File: src/rtl/gnrc_therm2bin_stream.sv
// Streaming thermometer-to-binary converter, one output register per beat with
// valid/ready flow control, per-channel illegal-code flags and a saturating error counter.
module gnrc_therm2bin_stream #(
  parameter int N    = 7,
  parameter int C    = 1,
  parameter int MODE = 0,
  parameter int CW   = 16,
  localparam int M   = $clog2(N + 1) + ((N == 1) ? 1 : 0)
) (
  input  logic             clk_i,
  input  logic             rst_i,
  input  logic             clr_i,
  input  logic             in_valid_i,
  output logic             in_ready_o,
  input  logic [C*N-1:0]   therm_i,
  output logic             out_valid_o,
  input  logic             out_ready_i,
  output logic [C*M-1:0]   bin_o,
  output logic [C-1:0]     err_o,
  output logic [CW-1:0]    err_cnt_o
);

  // Index of the lowest zero bit; N when the code is all ones.
  function automatic logic [M-1:0] first_zero(input logic [N-1:0] t);
    logic [M-1:0] idx;
    idx = M'(N);
    for (int i = N - 1; i >= 0; i--) begin
      if (!t[i]) idx = M'(i);
    end
    return idx;
  endfunction

  function automatic logic [M-1:0] ones_count(input logic [N-1:0] t);
    logic [M-1:0] s;
    s = '0;
    for (int i = 0; i < N; i++) begin
      s = s + M'(t[i]);
    end
    return s;
  endfunction

  // A legal code is a run of ones from the LSB, so adding one clears every set bit.
  function automatic logic is_illegal(input logic [N-1:0] t);
    return (t & (t + N'(1))) != '0;
  endfunction

  function automatic logic [CW-1:0] sat_inc(input logic [CW-1:0] v);
    return (&v) ? v : v + CW'(1);
  endfunction

  logic             out_valid_q, out_valid_d;
  logic [C*M-1:0]   bin_q, bin_d;
  logic [C-1:0]     err_q, err_d;
  logic [CW-1:0]    err_cnt_q, err_cnt_d;
  logic [C*M-1:0]   bin_new;
  logic [C-1:0]     err_new;
  logic             accept;

  always_comb begin
    bin_new = '0;
    err_new = '0;
    for (int k = 0; k < C; k++) begin
      if (MODE == 0) bin_new[k*M +: M] = first_zero(therm_i[k*N +: N]);
      else           bin_new[k*M +: M] = ones_count(therm_i[k*N +: N]);
      err_new[k] = is_illegal(therm_i[k*N +: N]);
    end
  end

  assign in_ready_o = !out_valid_q || out_ready_i;
  assign accept     = in_valid_i && in_ready_o;

  always_comb begin
    out_valid_d = out_valid_q;
    bin_d       = bin_q;
    err_d       = err_q;
    err_cnt_d   = err_cnt_q;
    if (accept) begin
      out_valid_d = 1'b1;
      bin_d       = bin_new;
      err_d       = err_new;
    end else if (out_valid_q && out_ready_i) begin
      out_valid_d = 1'b0;
    end
    // Clear wins over a same-cycle errored beat.
    if (clr_i) begin
      err_cnt_d = '0;
    end else if (accept && (|err_new)) begin
      err_cnt_d = sat_inc(err_cnt_q);
    end
  end

  always_ff @(posedge clk_i or posedge rst_i) begin
    if (rst_i) begin
      out_valid_q <= 1'b0;
      bin_q       <= '0;
      err_q       <= '0;
      err_cnt_q   <= '0;
    end else begin
      out_valid_q <= out_valid_d;
      bin_q       <= bin_d;
      err_q       <= err_d;
      err_cnt_q   <= err_cnt_d;
    end
  end

  assign out_valid_o = out_valid_q;
  assign bin_o       = bin_q;
  assign err_o       = err_q;
  assign err_cnt_o   = err_cnt_q;

endmodule

File: config.mk
export PLATFORM = sky130hd
export DESIGN_NAME = gnrc_therm2bin_stream
export DESIGN_NICKNAME = d
export VERILOG_FILES = /design/src/rtl/gnrc_therm2bin_stream.sv
export SDC_FILE = /design/constraint.sdc
export NUM_CORES = 1
export LEC_CHECK = 0
export CORE_ASPECT_RATIO = 0.75
export CORE_UTILIZATION = 44
export CTS_BUF_LIST = sky130_fd_sc_hd__clkbuf_4 sky130_fd_sc_hd__clkbuf_8
export DETAILED_ROUTE_END_ITERATION = 12
export PLACE_DENSITY = 0.76
export REMOVE_ABC_BUFFERS = 1
export SYNTH_ARGS = -nofsm -noshare
export SYNTH_HDL_FRONTEND = slang
export SYNTH_SLANG_ARGS = --single-unit
File: constraint.sdc
create_clock -name clk_i -period 2 [get_ports clk_i]
set_input_delay 0.5 -clock clk_i [delete_from_list [all_inputs] [get_ports clk_i]]
set_output_delay 0.5 -clock clk_i [all_outputs]
set_load 0.02 [all_outputs]
Word-level counts from Yosys, hierarchy flattened
Cells that the tools add are included.
Word-level totals
  register bits: 21
  input bits: 12
  output and inout bits: 22
  word-level logic and storage cells: 30
Cells by class
  add/subtract/negate cells: 2
  equality and inequality tests: 1
  muxes and demuxes: 12
  bitwise gates (word level): 1
  reduce and logical (&&, ||, !) cells: 10
Operators with widths (number)
  $mux 16: 3
  $add 16x1->16 const B: 1
  $reduce_and 16->1: 1
  $mux 3: 5
  $add 7x1->7 const B: 1
  $and 7x7->7: 1
  $reduce_bool 7->1: 1
  $reduce_bool 2->1: 2
  $logic_and 1x1->1: 3
  $mux 1: 3
  $mux 2: 1
  $ne 2x2->1 const B: 1
  $reduce_and 2->1: 1
  $logic_not 1->1: 1
  $logic_or 1x1->1: 1

Depth between registers and ports, before layout
Gate-level depths: netlist of the first run.
  word-level depth: 7
  mapped depth: 8
  gate-level depth less buffers: 6

Worst setup path before layout of the first run
OpenSTA, ideal clock, no wires.
  kind: flip-flop to flip-flop
  from: reg out_valid_q, in the netlist out_valid_o
  to: reg err_cnt_q[8], in the netlist err_cnt_o[8]
  setup time: 0.078 ns
  arrival: 2.080 ns
  data required time: 1.922 ns
  setup slack: -0.158 ns
  stages on the path, launching flop included: 9
  buffers on the path: 3
  period minus slack after synthesis: 2.158 ns
  cell sequence: dfrtp_1 or2b_2 nand2_1 buf_2 or3_1 clkbuf_1 clkbuf_1 or3_1 a21oi_1
Between the ends
  word-level cells in the longest chain between the ends: 6
Ends and longest elaborated chain
  from (decl): line 51  | logic out_valid_q, out_valid_d;
  from (signal assigned): line 99  | out_valid_q <= out_valid_d;
  $logic_not 1->1: line 69  | assign in_ready_o = !out_valid_q || out_ready_i;
  $logic_or 1x1->1: line 69
  net in_ready_o: line 14  | output logic in_ready_o,
  $logic_and 1x1->1: line 70  | assign accept = in_valid_i && in_ready_o;
  $logic_and 1x1->1: line 87  | end else if (accept && (|err_new)) begin
  $reduce_bool 2->1 (no line)
  $reduce_and 2->1 (no line)
  to (signal assigned): line 102  | err_cnt_q <= err_cnt_d;
  to (decl): line 54  | logic [CW-1:0] err_cnt_q, err_cnt_d;
The timed path passes the listed nets, and every way through them passes these cells.
A chain may end at the register's enable or synchronous reset.

Final worst setup path of the first run
  from: in therm_i[3]
  to: reg err_cnt_q[9], in the netlist err_cnt_o[9]
Between the ends
  word-level cells in the longest chain between the ends: 6
Ends and longest elaborated chain
  from (decl): line 15  | input logic [C*N-1:0] therm_i,
  $add 7x1->7: line 44  | return (t & (t + N'(1))) != '0;
  $and 7x7->7 *: line 44
  $reduce_bool 7->1 *: line 44
  $logic_and 1x1->1 *: line 87
  $reduce_bool 2->1 (no line) *
  $reduce_and 2->1 (no line) *
Mark *: on every way between the ends. The rest lies on a longest branch, timed or not.

==> impl_results.md, run 1 <==
* Final routed DRC violation total at 0
* Final net count at 217
* Sequential cell area in the final layout at 525.5 µm²
* Number of clock sinks at 21
* Smallest setup slack after layout at -38.20 ps
* Vias in the first global route at 1301
* Ratio of final minimum period to clock period at 101.9%
* Area of the placeable core at 2421 µm²
* Horizontal die dimension at 61.76 µm
* Master cell of the clock root buffer: sky130_fd_sc_hd__clkbuf_4
* Count of H-tree levels built during CTS at 1
* Antenna violations before repair at 0
* Pins Over Slew Limit at 0
* PD cells at 444.9 nW/µm²
* Worst Max-Slew Pin Slew at 436.5 ps
* Standard cell with the maximum stage delay on the critical path: sky130_fd_sc_hd__or4_4
* Per-cell routed wire length at 16.76 µm
* Total wire length at 3972 µm
* Highest clock frequency the design can meet at 490.6 MHz
* Synthesis warning total at 0
* Largest stage delay on the critical path at 600 ps
* Area occupied by multi-input gates at 683.2 µm²
* Leak pwr at 0.7903 nW
* Via Count at 1396
* Setup TNS at -46.04 ps
* Antenna Nets Post-Route at 0
* Layout Cell Area excl Fill at 1903 µm²
* Clock latency at the later pin of the worst-skew pair at 310 ps
* I/O Buffers at 33
* Share of layout cells above drive strength 1 at 33.99%
* Slew margin rel. at 70.81%
* Number of cells produced by synthesis at 134
* Synthesized area per cell at 8.796 µm²
* Initial cell density of the core at 48.68%
* Total inserted antenna cells at 0
* Wire length of the first global-routing pass at 6037 µm
* Combined area of all synthesized cells at 1179 µm²
* Met1 usage at 38.45%
* Clock period minus worst slack at 2038 ps
* All-layer global routing usage at 29.54%
* Worst IR drop on VDD at 0.0003740 V
* Run status: finished with violations
* Die span in y at 46.82 µm
* Maximum clock insertion buffer count at 2
* Number of register bits inferred by synthesis at 21
* Number of unique standard cell types used by synthesis at 35
* Most Used Layer, Global Route: met2
* Data required time of the worst path at 2240 ps
* Fraction of the yosys area taken by sequential cells at 44.59%
* Setup repair after global routing missed its margin: true
* Final HPWL DP at 2633 µm
* Worst Path Class, Setup: in2reg
* Final Skew at 8.367 ps
* Clock transition at path regs at 120 ps
* Final weighted congestion in routability-driven placement at 0.8626
* Hold violation total from the final report at 0
* Setup-failing EPs final at 2
* Number of CTS-inserted buffers at 3
* Met3 Use GR at 6.612%
* Hold depth at 2
* Via/cell ratio at 5.890
* Number of placement rows at 15
* Critical path data arrival time at 2280 ps
* Worst Hold Class: in2reg
* Share of the core filled with cells at 78.60%
* Clock tree from TritonCTS: done
* Crit path cell chain: dlygate4sd2_1, nand4_1, a211oi_2, or4_4, or3_2, a21oi_2
* Area of the die at 2892 µm²
* First-pass iteration count of the detailed router at 4
* Reg2Reg Depth at 5
* Kind of capture point of the worst setup path: flop
* Count of fill cells added during filler insertion at 150
* Max-cap violation count at 0
* Pin count of the biggest net entering global routing at 22
* Hold buffer count at cts at 0
* Total global routing overflow at 0
* Fraction of met2 tracks used by global routing at 49.68%
* Standard cell area after detailed placement at 1733 µm²
* I/O pin cnt at 34
* Iteration-0 DRC Markers at 84
* Failing checks: setup timing
* Worst setup SP type: input port
* DP Worst Slack at -762.4 ps
* Growth of design area from synthesis to finish at 61.47%
* Largest fanout of any net on the critical path at 8
==> power breakdown <==
group	total, mW	internal [mW]	switching, mW	leakage [nW]
registers	0.444	0.437	0.00709	0.284
clock network	0.226	0.0916	0.134	0.0184
logic	0.177	0.0852	0.0919	0.487
total	0.847	0.613	0.233	0.790
==> Yosys cell counts <==
cell type / n / area [µm²]
sky130_fd_sc_hd__clkbuf_1: 4 / 15.01
sky130_fd_sc_hd__nor2_1: 4 / 15.01
sky130_fd_sc_hd__ha_1: 1 / 12.51
sky130_fd_sc_hd__a32o_1: 1 / 10.01
sky130_fd_sc_hd__inv_2: 1 / 3.750
sky130_fd_sc_hd__mux2_2: 2 / 22.52
sky130_fd_sc_hd__nor4_1: 1 / 6.260
sky130_fd_sc_hd__a21oi_1: 14 / 70.07
sky130_fd_sc_hd__o21ai_0: 12 / 60.06
sky130_fd_sc_hd__a21boi_0: 1 / 7.510
sky130_fd_sc_hd__a311oi_1: 1 / 8.760
sky130_fd_sc_hd__and3_2: 1 / 7.510
sky130_fd_sc_hd__a31oi_1: 1 / 6.260
sky130_fd_sc_hd__nor3_1: 4 / 20.02
sky130_fd_sc_hd__and4_1: 1 / 8.760
sky130_fd_sc_hd__or2b_2: 1 / 8.760
sky130_fd_sc_hd__nor2b_1: 2 / 12.51
sky130_fd_sc_hd__o2111a_1: 1 / 11.26
sky130_fd_sc_hd__or4_1: 6 / 45.04
sky130_fd_sc_hd__o31ai_1: 7 / 52.55
sky130_fd_sc_hd__or2_2: 1 / 6.260
sky130_fd_sc_hd__o211ai_1: 2 / 15.01
sky130_fd_sc_hd__a211oi_1: 1 / 7.510
sky130_fd_sc_hd__and3_1: 1 / 6.260
sky130_fd_sc_hd__buf_2: 2 / 10.01
sky130_fd_sc_hd__buf_1: 1 / 3.750
sky130_fd_sc_hd__a41oi_1: 1 / 8.760
sky130_fd_sc_hd__nand2_1: 12 / 45.04
sky130_fd_sc_hd__dfrtp_1: 21 / 525.5
sky130_fd_sc_hd__nand3_1: 8 / 40.04
sky130_fd_sc_hd__nand2b_1: 3 / 18.77
sky130_fd_sc_hd__nand4_1: 2 / 12.51
sky130_fd_sc_hd__inv_1: 4 / 15.01
sky130_fd_sc_hd__or3_2: 3 / 22.52
sky130_fd_sc_hd__or3_1: 6 / 37.54
==> worst max-delay path: cells and delay by family <==
kind | cells | cell delay, ps
buffers and inverters | 1 | 280
and+or+nand+nor | 3 | 1250
AOI/OAI and AO/OA | 2 | 240
==> cells in the final DEF, fill, tap and decap left out, types with 2 or more instances in the layout <==
cell type / instances
sky130_fd_sc_hd__inv_1: 4
sky130_fd_sc_hd__nor2b_1: 2
sky130_fd_sc_hd__or3_1: 5
sky130_fd_sc_hd__or4_1: 3
sky130_fd_sc_hd__or3_4: 3
sky130_fd_sc_hd__o21ai_0: 12
sky130_fd_sc_hd__nand3_1: 8
sky130_fd_sc_hd__dlygate4sd2_1: 6
sky130_fd_sc_hd__nor2_1: 4
sky130_fd_sc_hd__a21oi_2: 6
sky130_fd_sc_hd__nand2b_1: 2
sky130_fd_sc_hd__a21oi_1: 8
sky130_fd_sc_hd__clkbuf_2: 2
sky130_fd_sc_hd__clkdlybuf4s50_1: 23
sky130_fd_sc_hd__o31ai_1: 7
sky130_fd_sc_hd__nand2_1: 11
sky130_fd_sc_hd__clkbuf_4: 4
sky130_fd_sc_hd__or3_2: 2
sky130_fd_sc_hd__nor3_1: 4
sky130_fd_sc_hd__mux2_2: 2
sky130_fd_sc_hd__dfrtp_1: 21
sky130_fd_sc_hd__o211ai_1: 2
sky130_fd_sc_hd__or4_4: 3
sky130_fd_sc_hd__buf_4: 37
sky130_fd_sc_hd__nand4_1: 2
==> timing repair <==
action	in CTS	in global routing
resized for setup	23	13
cloned	1	0
endpoints found under the setup margin	18	11
buffers inserted	10	0
pin swaps	8	5
==> routing by layer <==
layer  vias up  wire length (µm)
li1        645                 -
met1       686              1722
met2        57              1946
met3         8               224
met4         0                78
met5         -                 0
==> flip-flops by register name, summed over array words and instances, names as in the netlist <==
register	cells
out_valid_o	1
err_o	1
bin_o	3
err_cnt_o	16
==> path summary, 6_finish.rpt <==
| check | slack (ps) | startpoint | end |
|---|---|---|---|
| setup / recovery | -40 | therm_i[3] | err_cnt_o[9] |
| max in group asynchronous | 1260 | rst_i | err_cnt_o[13] |
| setup reg to reg | 20 | out_valid_o | err_cnt_o[9] |
| hold reg to reg | 510 | bin_o[2] | bin_o[2] |
| min in group asynchronous | 510 | rst_i | err_cnt_o[7] |
| hold / removal | 500 | therm_i[1] | bin_o[1] |
==> stage by stage <==
stage          power (mW)  hold slack, ps  std cells
3_3_place_gp       0.6027           463.9        222
3_5_place_dp       0.6086           480.3        222
4_1_cts            0.8400           510.0        237
5_1_grt            0.8788           504.4        237
6_report           0.8467           498.4        237
2_1_floorplan      0.5087           476.5        127
==> cell type report <==
cell class,count,share of cell area (%)
Multi-Input combinational cell,102,35.90
Clock buffer,4,1.578
Sequential cell,21,27.61
Tap cell,34,2.235
Timing Repair Buffer,71,31.69
Inverter,5,0.9862
==> cells by family after synthesis <==
logic type,Yosys count,synth area share [%]
flip-flops,21,44.59
AND/OR/NAND/NOR,56,26.54
multiplexers,2,1.911
adder cells (fa/ha/maj),1,1.061
buffers and inverters,12,4.033
AO/OA/AOI/OAI,42,21.87
Note: power is estimated with default switching activity, not from simulation.
==> inputs of run 2 (changes only) <==
--- a/config.mk
+++ b/config.mk
@@ -9,6 +9,7 @@
 export CORE_UTILIZATION = 44
 export CTS_BUF_LIST = sky130_fd_sc_hd__clkbuf_4 sky130_fd_sc_hd__clkbuf_8
 export DETAILED_ROUTE_END_ITERATION = 12
+export MAX_ROUTING_LAYER = met4
 export PLACE_DENSITY = 0.76
 export REMOVE_ABC_BUFFERS = 1
 export SYNTH_ARGS = -nofsm -noshare
==> run 2 against run 1 <==
The run still ends with setup timing left; flip-flop and latch count unchanged; final cell count unchanged; first-iteration DRC count unchanged; via count increased by 0.43%; core utilization unchanged; sequential share of layout area unchanged; clock power about the same; clock skew decreased by 3.6 ps; combinational power about the same; register-to-register slack about the same; critical path type unchanged; largest power group unchanged.
==> impl_results.md, run 2 (synthesis results as in run 1) <==
* Master cell of the clock root buffer: sky130_fd_sc_hd__clkbuf_4
* Total wire length at 3983 µm (+0.28%)
* Per-cell routed wire length at 16.81 µm (+0.28%)
* Final routed DRC violation total at 0 (unchanged)
* Worst setup SP type: input port
* Initial cell density of the core at 48.68% (unchanged)
* Antenna Nets Post-Route at 0 (unchanged)
* Worst IR drop on VDD at 0.0003716 V (-0.63%)
* Leak pwr at 0.7903 nW (unchanged)
* Standard cell area after detailed placement at 1733 µm² (unchanged)
* All-layer global routing usage at 30.56% (+1.0 points)
* Horizontal die dimension at 61.76 µm (unchanged)
* Most common cell after layout, fill and taps aside: sky130_fd_sc_hd__buf_4
* Final weighted congestion in routability-driven placement at 0.8765 (+1.6%)
* Failing checks: setup timing
* Max-cap violation count at 0 (unchanged)
* Count of fill cells added during filler insertion at 150 (unchanged)
* Largest fanout of any net on the critical path at 8 (unchanged)
* Final net count at 217 (unchanged)
* I/O pin cnt at 34 (unchanged)
* Antenna violations before repair at 0 (unchanged)
* PD cells at 445.3 nW/µm² (about the same)
* Via Count at 1402 (+0.43%)
* Register-to-Register Setup Slack at 30 ps (about the same)
* Reg-to-Reg Start: out_valid_o
* Hold violation total from the final report at 0 (unchanged)
* Worst Path Class, Setup: in2reg
* Critical path data arrival time at 2280 ps (about the same)
* Max FFs per register at 16 (unchanged)
* Count of H-tree levels built during CTS at 1 (unchanged)
* Layout Cell Area excl Fill at 1903 µm² (unchanged)
* Growth of design area from synthesis to finish at 61.47% (unchanged)
* Pin count of the biggest net entering global routing at 22 (unchanged)
* Iteration-0 DRC Markers at 84 (unchanged)
* Largest stage delay on the critical path at 600 ps (about the same)
* Run status: finished with violations
* Placed cell count at 222 (unchanged)
* Standard cell with the maximum stage delay on the critical path: sky130_fd_sc_hd__or4_4
* Clock latency at the later pin of the worst-skew pair at 310 ps (about the same)
* Maximum clock insertion buffer count at 2 (unchanged)
* Share of layout cells above drive strength 1 at 33.99% (unchanged)
* Clock tree from TritonCTS: done
* Number of clock sinks at 21 (unchanged)
* Worst setup path start: therm_i[3]
* Crit path buf inv count at 1 (unchanged)
* Total inserted antenna cells at 0 (unchanged)
* Worst Max-Slew Pin Slew at 438.1 ps (+1.559 ps)
* CP Capture Point: err_cnt_o[9]
* Highest clock frequency the design can meet at 490.3 MHz (about the same)
* Ratio of final minimum period to clock period at 102.0% (about the same)
* Area of the placeable core at 2421 µm² (unchanged)
* Kind of capture point of the worst setup path: flop
* Worst hold margin at 501.0 ps (+2.587 ps)
* Crit path cell chain: dlygate4sd2_1, nand4_1, a211oi_2, or4_4, or3_2, a21oi_2
* Total global routing overflow at 0 (unchanged)
* Smallest setup slack after layout at -39.57 ps (-1.369 ps)
* Via/cell ratio at 5.916 (+0.43%)
* Worst Hold Class: in2reg
* Slew margin rel. at 70.70% (-0.10 points)
* Number of placement rows at 15 (unchanged)
* Wire length of the first global-routing pass at 6044 µm (+0.12%)
* Final Skew at 4.761 ps (-3.606 ps)
* Post-Layout Cell Count at 237 (unchanged)
* Data required time of the worst path at 2240 ps (about the same)
* Clock transition at path regs at 120 ps (about the same)
* Area of the die at 2892 µm² (unchanged)
* Die span in y at 46.82 µm (unchanged)
* Vias in the first global route at 1302 (+0.077%)
* Setup-failing EPs final at 3 (+1)
* Clock period minus worst slack at 2040 ps (+1.369 ps)
* Stages on the worst setup path at 6 (unchanged)
* Number of CTS-inserted buffers at 3 (unchanged)
* Crit-path leading delay family: simple AND/OR/NAND/NOR gates
* Pins Over Slew Limit at 0 (unchanged)
* Setup repair after global routing missed its margin: true
* DP Worst Slack at -762.4 ps (unchanged)
* First-pass iteration count of the detailed router at 4 (unchanged)
* Reg2Reg Depth at 5 (unchanged)
* Setup TNS at -55.36 ps (-9.312 ps)
* I/O Buffers at 33 (unchanged)
* Final HPWL DP at 2633 µm (unchanged)
* Most used cells in the layout excluding fill and tap cells: sky130_fd_sc_hd__buf_4, sky130_fd_sc_hd__clkdlybuf4s50_1, sky130_fd_sc_hd__dfrtp_1
* Reg-to-reg critical path endpoint: err_cnt_o[9]
-- run 2: cell counts in the layout (fill, tap and decap cells not counted) --
Identical to the previous run, type by type.
-- run 2: worst min path at each step --
| stage | startpoint | endpoint | slack [ps] | cells past startpoint |
|---|---|---|---|---|
| finish | therm_i[1] | bin_o[1] | 500 | 2 |
| global route | therm_i[1] | bin_o[1] | 500 | 2 |
| detailed placement | err_o | err_o | 480 | 2 |
| floorplan | rst_i | bin_o[0] | 480 | 1 |
| global placement | bin_o[2] | bin_o[2] | 460 | 2 |
| CTS | err_o | err_o | 510 | 2 |
-- run 2: layer usage --
metal	up-vias	GRT usage [%]	wire length [µm]
met2	60	49.68	1945
met1	689	38.45	1748
li1	644	-	-
met5	-	-	0
met4	0	9.333	80
met3	9	6.612	208
-- run 2: worst register-to-register path: stages (launching register included) --
cell,delay (ps)
sky130_fd_sc_hd__dfrtp_1,410
sky130_fd_sc_hd__or2b_4,220
sky130_fd_sc_hd__nand2_4,50
sky130_fd_sc_hd__or4_4,570
sky130_fd_sc_hd__or3_2,490
sky130_fd_sc_hd__a21oi_2,160
-- run 2: final cells by class --
cell class	count	area (µm²)	share of cell area [%]
clock buffer	4	30.03	1.578
inverter	5	18.77	0.9862
sequential	21	525.5	27.61
multi-input combinational	102	683.2	35.90
tap	34	42.54	2.235
timing repair buffer	71	603.1	31.69
-- run 2: power breakdown --
part	switching (mW)	internal, mW	total (mW)
combinational	0.0921	0.0852	0.177
clock	0.135	0.0916	0.226
sequential	0.00707	0.437	0.444
total	0.234	0.613	0.848
-- run 2: per-stage QoR --
step / power (mW) / utilization [%]
after CTS: 0.8400 / 77.47
after global placement: 0.6027 / 71.58
after floorplan: 0.5087 / -
after detailed placement: 0.6086 / 71.58
final: 0.8475 / 78.60
after global routing: 0.8788 / 78.60
-- run 2: what timing repair did --
action | 4_1_cts | 5_1_grt
setup endpoints to repair | 18 | 11
hold buffers | 0 | 0
gates cloned | 1 | 0
pin swaps | 8 | 5
endpoints found under the hold margin | 0 | 0
buffers inserted | 10 | 0
resized for setup | 23 | 13
==> inputs of run 3 (changes only) <==
--- a/config.mk
+++ b/config.mk
@@ -9,6 +9,7 @@
 export CORE_UTILIZATION = 44
 export CTS_BUF_LIST = sky130_fd_sc_hd__clkbuf_4 sky130_fd_sc_hd__clkbuf_8
 export DETAILED_ROUTE_END_ITERATION = 12
+export GPL_TIMING_DRIVEN = 0
 export MAX_ROUTING_LAYER = met4
 export PLACE_DENSITY = 0.76
 export REMOVE_ABC_BUFFERS = 1
==> run 3 against run 2 <==
The flow still finishes with violations (setup timing); non-clock buffer count fell by 6; maximum frequency is essentially flat; sequential power about the same; via count increased by 4.4%; die area is the same; setup slack about the same; final cell count shrank 2.1%; largest power group unchanged; first-iteration DRC count grew 42%; critical path type is now reg2reg; critical path depth increased by 2.
==> impl_results.md, run 3 (synthesis results as in run 1) <==
* Setup-failing EPs final at 3 (unchanged)
* Hold-critical path endpoint: bin_o[2]
* Count of H-tree levels built during CTS at 1 (unchanged)
* Run status: finished with violations
* Worst Max-Slew Pin Slew at 840.5 ps (+402.4 ps)
* Worst setup SP type: flop
* Register-to-Register Setup Slack at -40 ps (-70 ps)
* Final HPWL DP at 2175 µm (-17%)
* Via/cell ratio at 6.310 (+6.7%)
* Standard cell with the maximum stage delay on the critical path: sky130_fd_sc_hd__dfrtp_1
* Pins Over Slew Limit at 0 (unchanged)
* Placed cell count at 194 (-13%)
* Initial cell density of the core at 48.68% (unchanged)
* First-pass iteration count of the detailed router at 4 (unchanged)
* Area of the die at 2892 µm² (unchanged)
* Critical path data arrival time at 2270 ps (about the same)
* Clock period minus worst slack at 2039 ps (-0.1518 ps)
* Master cell of the clock root buffer: sky130_fd_sc_hd__clkbuf_4
* Pin count of the biggest net entering global routing at 22 (unchanged)
* Failing checks: setup timing
* Post-Layout Cell Count at 232 (-2.1%)
* Max-cap violation count at 0 (unchanged)
* Worst Path Class, Setup: reg2reg
* Reg2Reg Depth at 8 (+3)
* Worst path most repeated cell: sky130_fd_sc_hd__buf_4
* Crit-path leading delay family: simple AND/OR/NAND/NOR gates
* Largest stage delay on the critical path at 390 ps (-210 ps)
* Per-cell routed wire length at 18.28 µm (+8.8%)
* Smallest setup slack after layout at -39.41 ps (+0.1518 ps)
* Antenna violations before repair at 0 (unchanged)
* Number of placement rows at 15 (unchanged)
* I/O pin cnt at 34 (unchanged)
* Maximum clock insertion buffer count at 2 (unchanged)
* Area of the placeable core at 2421 µm² (unchanged)
* Iteration-0 DRC Markers at 119 (+42%)
* Slew margin rel. at 43.79% (-27 points)
* Horizontal die dimension at 61.76 µm (unchanged)
* Setup repair after global routing missed its margin: true
* Reg-to-reg critical path endpoint: err_cnt_o[1]
* Worst hold margin at 497.9 ps (-3.094 ps)
* Crit path cell chain: ha_2, and4_4, nand4_1, buf_4, nor2_2, buf_4, o21ai_0, a21oi_1
* Die span in y at 46.82 µm (unchanged)
* Via Count at 1464 (+4.4%)
* Vias in the first global route at 1400 (+7.5%)
* Clock latency at the later pin of the worst-skew pair at 320 ps (about the same)
* All-layer global routing usage at 33.52% (+3.0 points)
* Data required time of the worst path at 2230 ps (about the same)
* Total wire length at 4241 µm (+6.5%)
* Number of CTS-inserted buffers at 3 (unchanged)
* Ratio of final minimum period to clock period at 102.0% (about the same)
* Wire length of the first global-routing pass at 6582 µm (+8.9%)
* Largest fanout of any net on the critical path at 6 (-2)
* Kind of capture point of the worst setup path: flop
* Final routed DRC violation total at 0 (unchanged)
* Final weighted congestion in routability-driven placement at 0.8591 (-2.0%)
* PD cells at 442.4 nW/µm² (-0.66%)
* Worst Hold Class: reg2reg
* Hold violation total from the final report at 0 (unchanged)
* Hold depth at 2 (unchanged)
* Number of clock sinks at 21 (unchanged)
* Start point of the worst hold path: bin_o[2]
* Setup TNS at -65.82 ps (-10.46 ps)
* Most used cells in the layout excluding fill and tap cells: sky130_fd_sc_hd__buf_4, sky130_fd_sc_hd__dfrtp_1, sky130_fd_sc_hd__clkdlybuf4s50_1
* Worst IR drop on VDD at 0.0003375 V (-9.2%)
* Highest clock frequency the design can meet at 490.3 MHz (about the same)
* Max FFs per register at 16 (unchanged)
* Crit path buf inv count at 2 (+1)
* Total inserted antenna cells at 0 (unchanged)
* Reg-to-Reg Start: err_cnt_o[1]
* Final Skew at 3.812 ps (-0.9489 ps)
* Leak pwr at 0.8015 nW (+1.4%)
* Most common cell after layout, fill and taps aside: sky130_fd_sc_hd__buf_4
* I/O Buffers at 33 (unchanged)
* Clock tree from TritonCTS: done
* Growth of design area from synthesis to finish at 62.10%
* Antenna Nets Post-Route at 0 (unchanged)
* Final net count at 212 (-2.3%)
* Share of layout cells above drive strength 1 at 36.87% (+2.9 points)
* Total global routing overflow at 0 (unchanged)
* Clock transition at path regs at 120 ps (about the same)
run 3: routing by layer:
layer | up-vias | global-route usage, % | part of all wire, %
li1 | 637 | - | -
met5 | - | - | 0
met1 | 688 | 37.29 | 39
met3 | 34 | 9.366 | 7.9
met4 | 0 | 19.56 | 5.8
met2 | 105 | 54.41 | 48
run 3: where the power goes:
part           internal [mW]  leakage [nW]  switching [mW]  total [mW]
Clock                 0.0918        0.0184           0.136       0.228
Combinational         0.0773         0.502          0.0955       0.173
Sequential             0.437         0.281         0.00724       0.444
Total                  0.606         0.801           0.239       0.845
run 3: worst max-delay path by stage:
stage	startpoint	endpoint	slack, ps	cells past startpoint
after CTS	therm_i[2]	err_cnt_o[10]	5	7
after floorplan	out_valid_o	err_cnt_o[7]	-250	5
after detailed placement	out_ready_i	err_cnt_o[7]	-820	6
after global placement	out_ready_i	err_cnt_o[7]	-770	6
final	err_cnt_o[1]	err_cnt_o[1]	-40	8
after global routing	err_cnt_o[1]	err_cnt_o[1]	-80	8
run 3: stage by stage:
stage                     cell area [µm²]  setup slack [ps]  power (mW)  util, %
final                                1911            -39.41      0.8452    78.91
after detailed placement             1523            -821.5      0.5819    62.89
after floorplan                      1150            -249.5      0.5087        -
after global placement               1523            -766.9      0.5767    62.89
after CTS                            1833             5.153      0.8296    75.71
after global routing                 1911            -83.23      0.8773    78.91
run 3: worst min-delay path: cells and delay by family (launching register included):
kind,cells,cell delay [ps]
and+or+nand+nor,1,50
DFF,1,360
AOI/OAI and AO/OA,1,60
run 3: cell type report:
cell class                 instances  area, µm²
tap                               34      42.54
clock buffer                       4      30.03
timing repair buffer              65      555.5
sequential                        21      528.0
inverter                           5      18.77
multi-input combinational        103      735.7
fill                             156      510.5
run 3: what timing repair did:
action / in CTS / in global routing
hold buffers: 0 / 0
setup endpoints to repair: 17 / 17
hold endpoints to repair: 0 / 0
gates resized for setup: 29 / 28
pin swaps: 10 / 4
cloned: 2 / 0
buffers inserted: 30 / 2
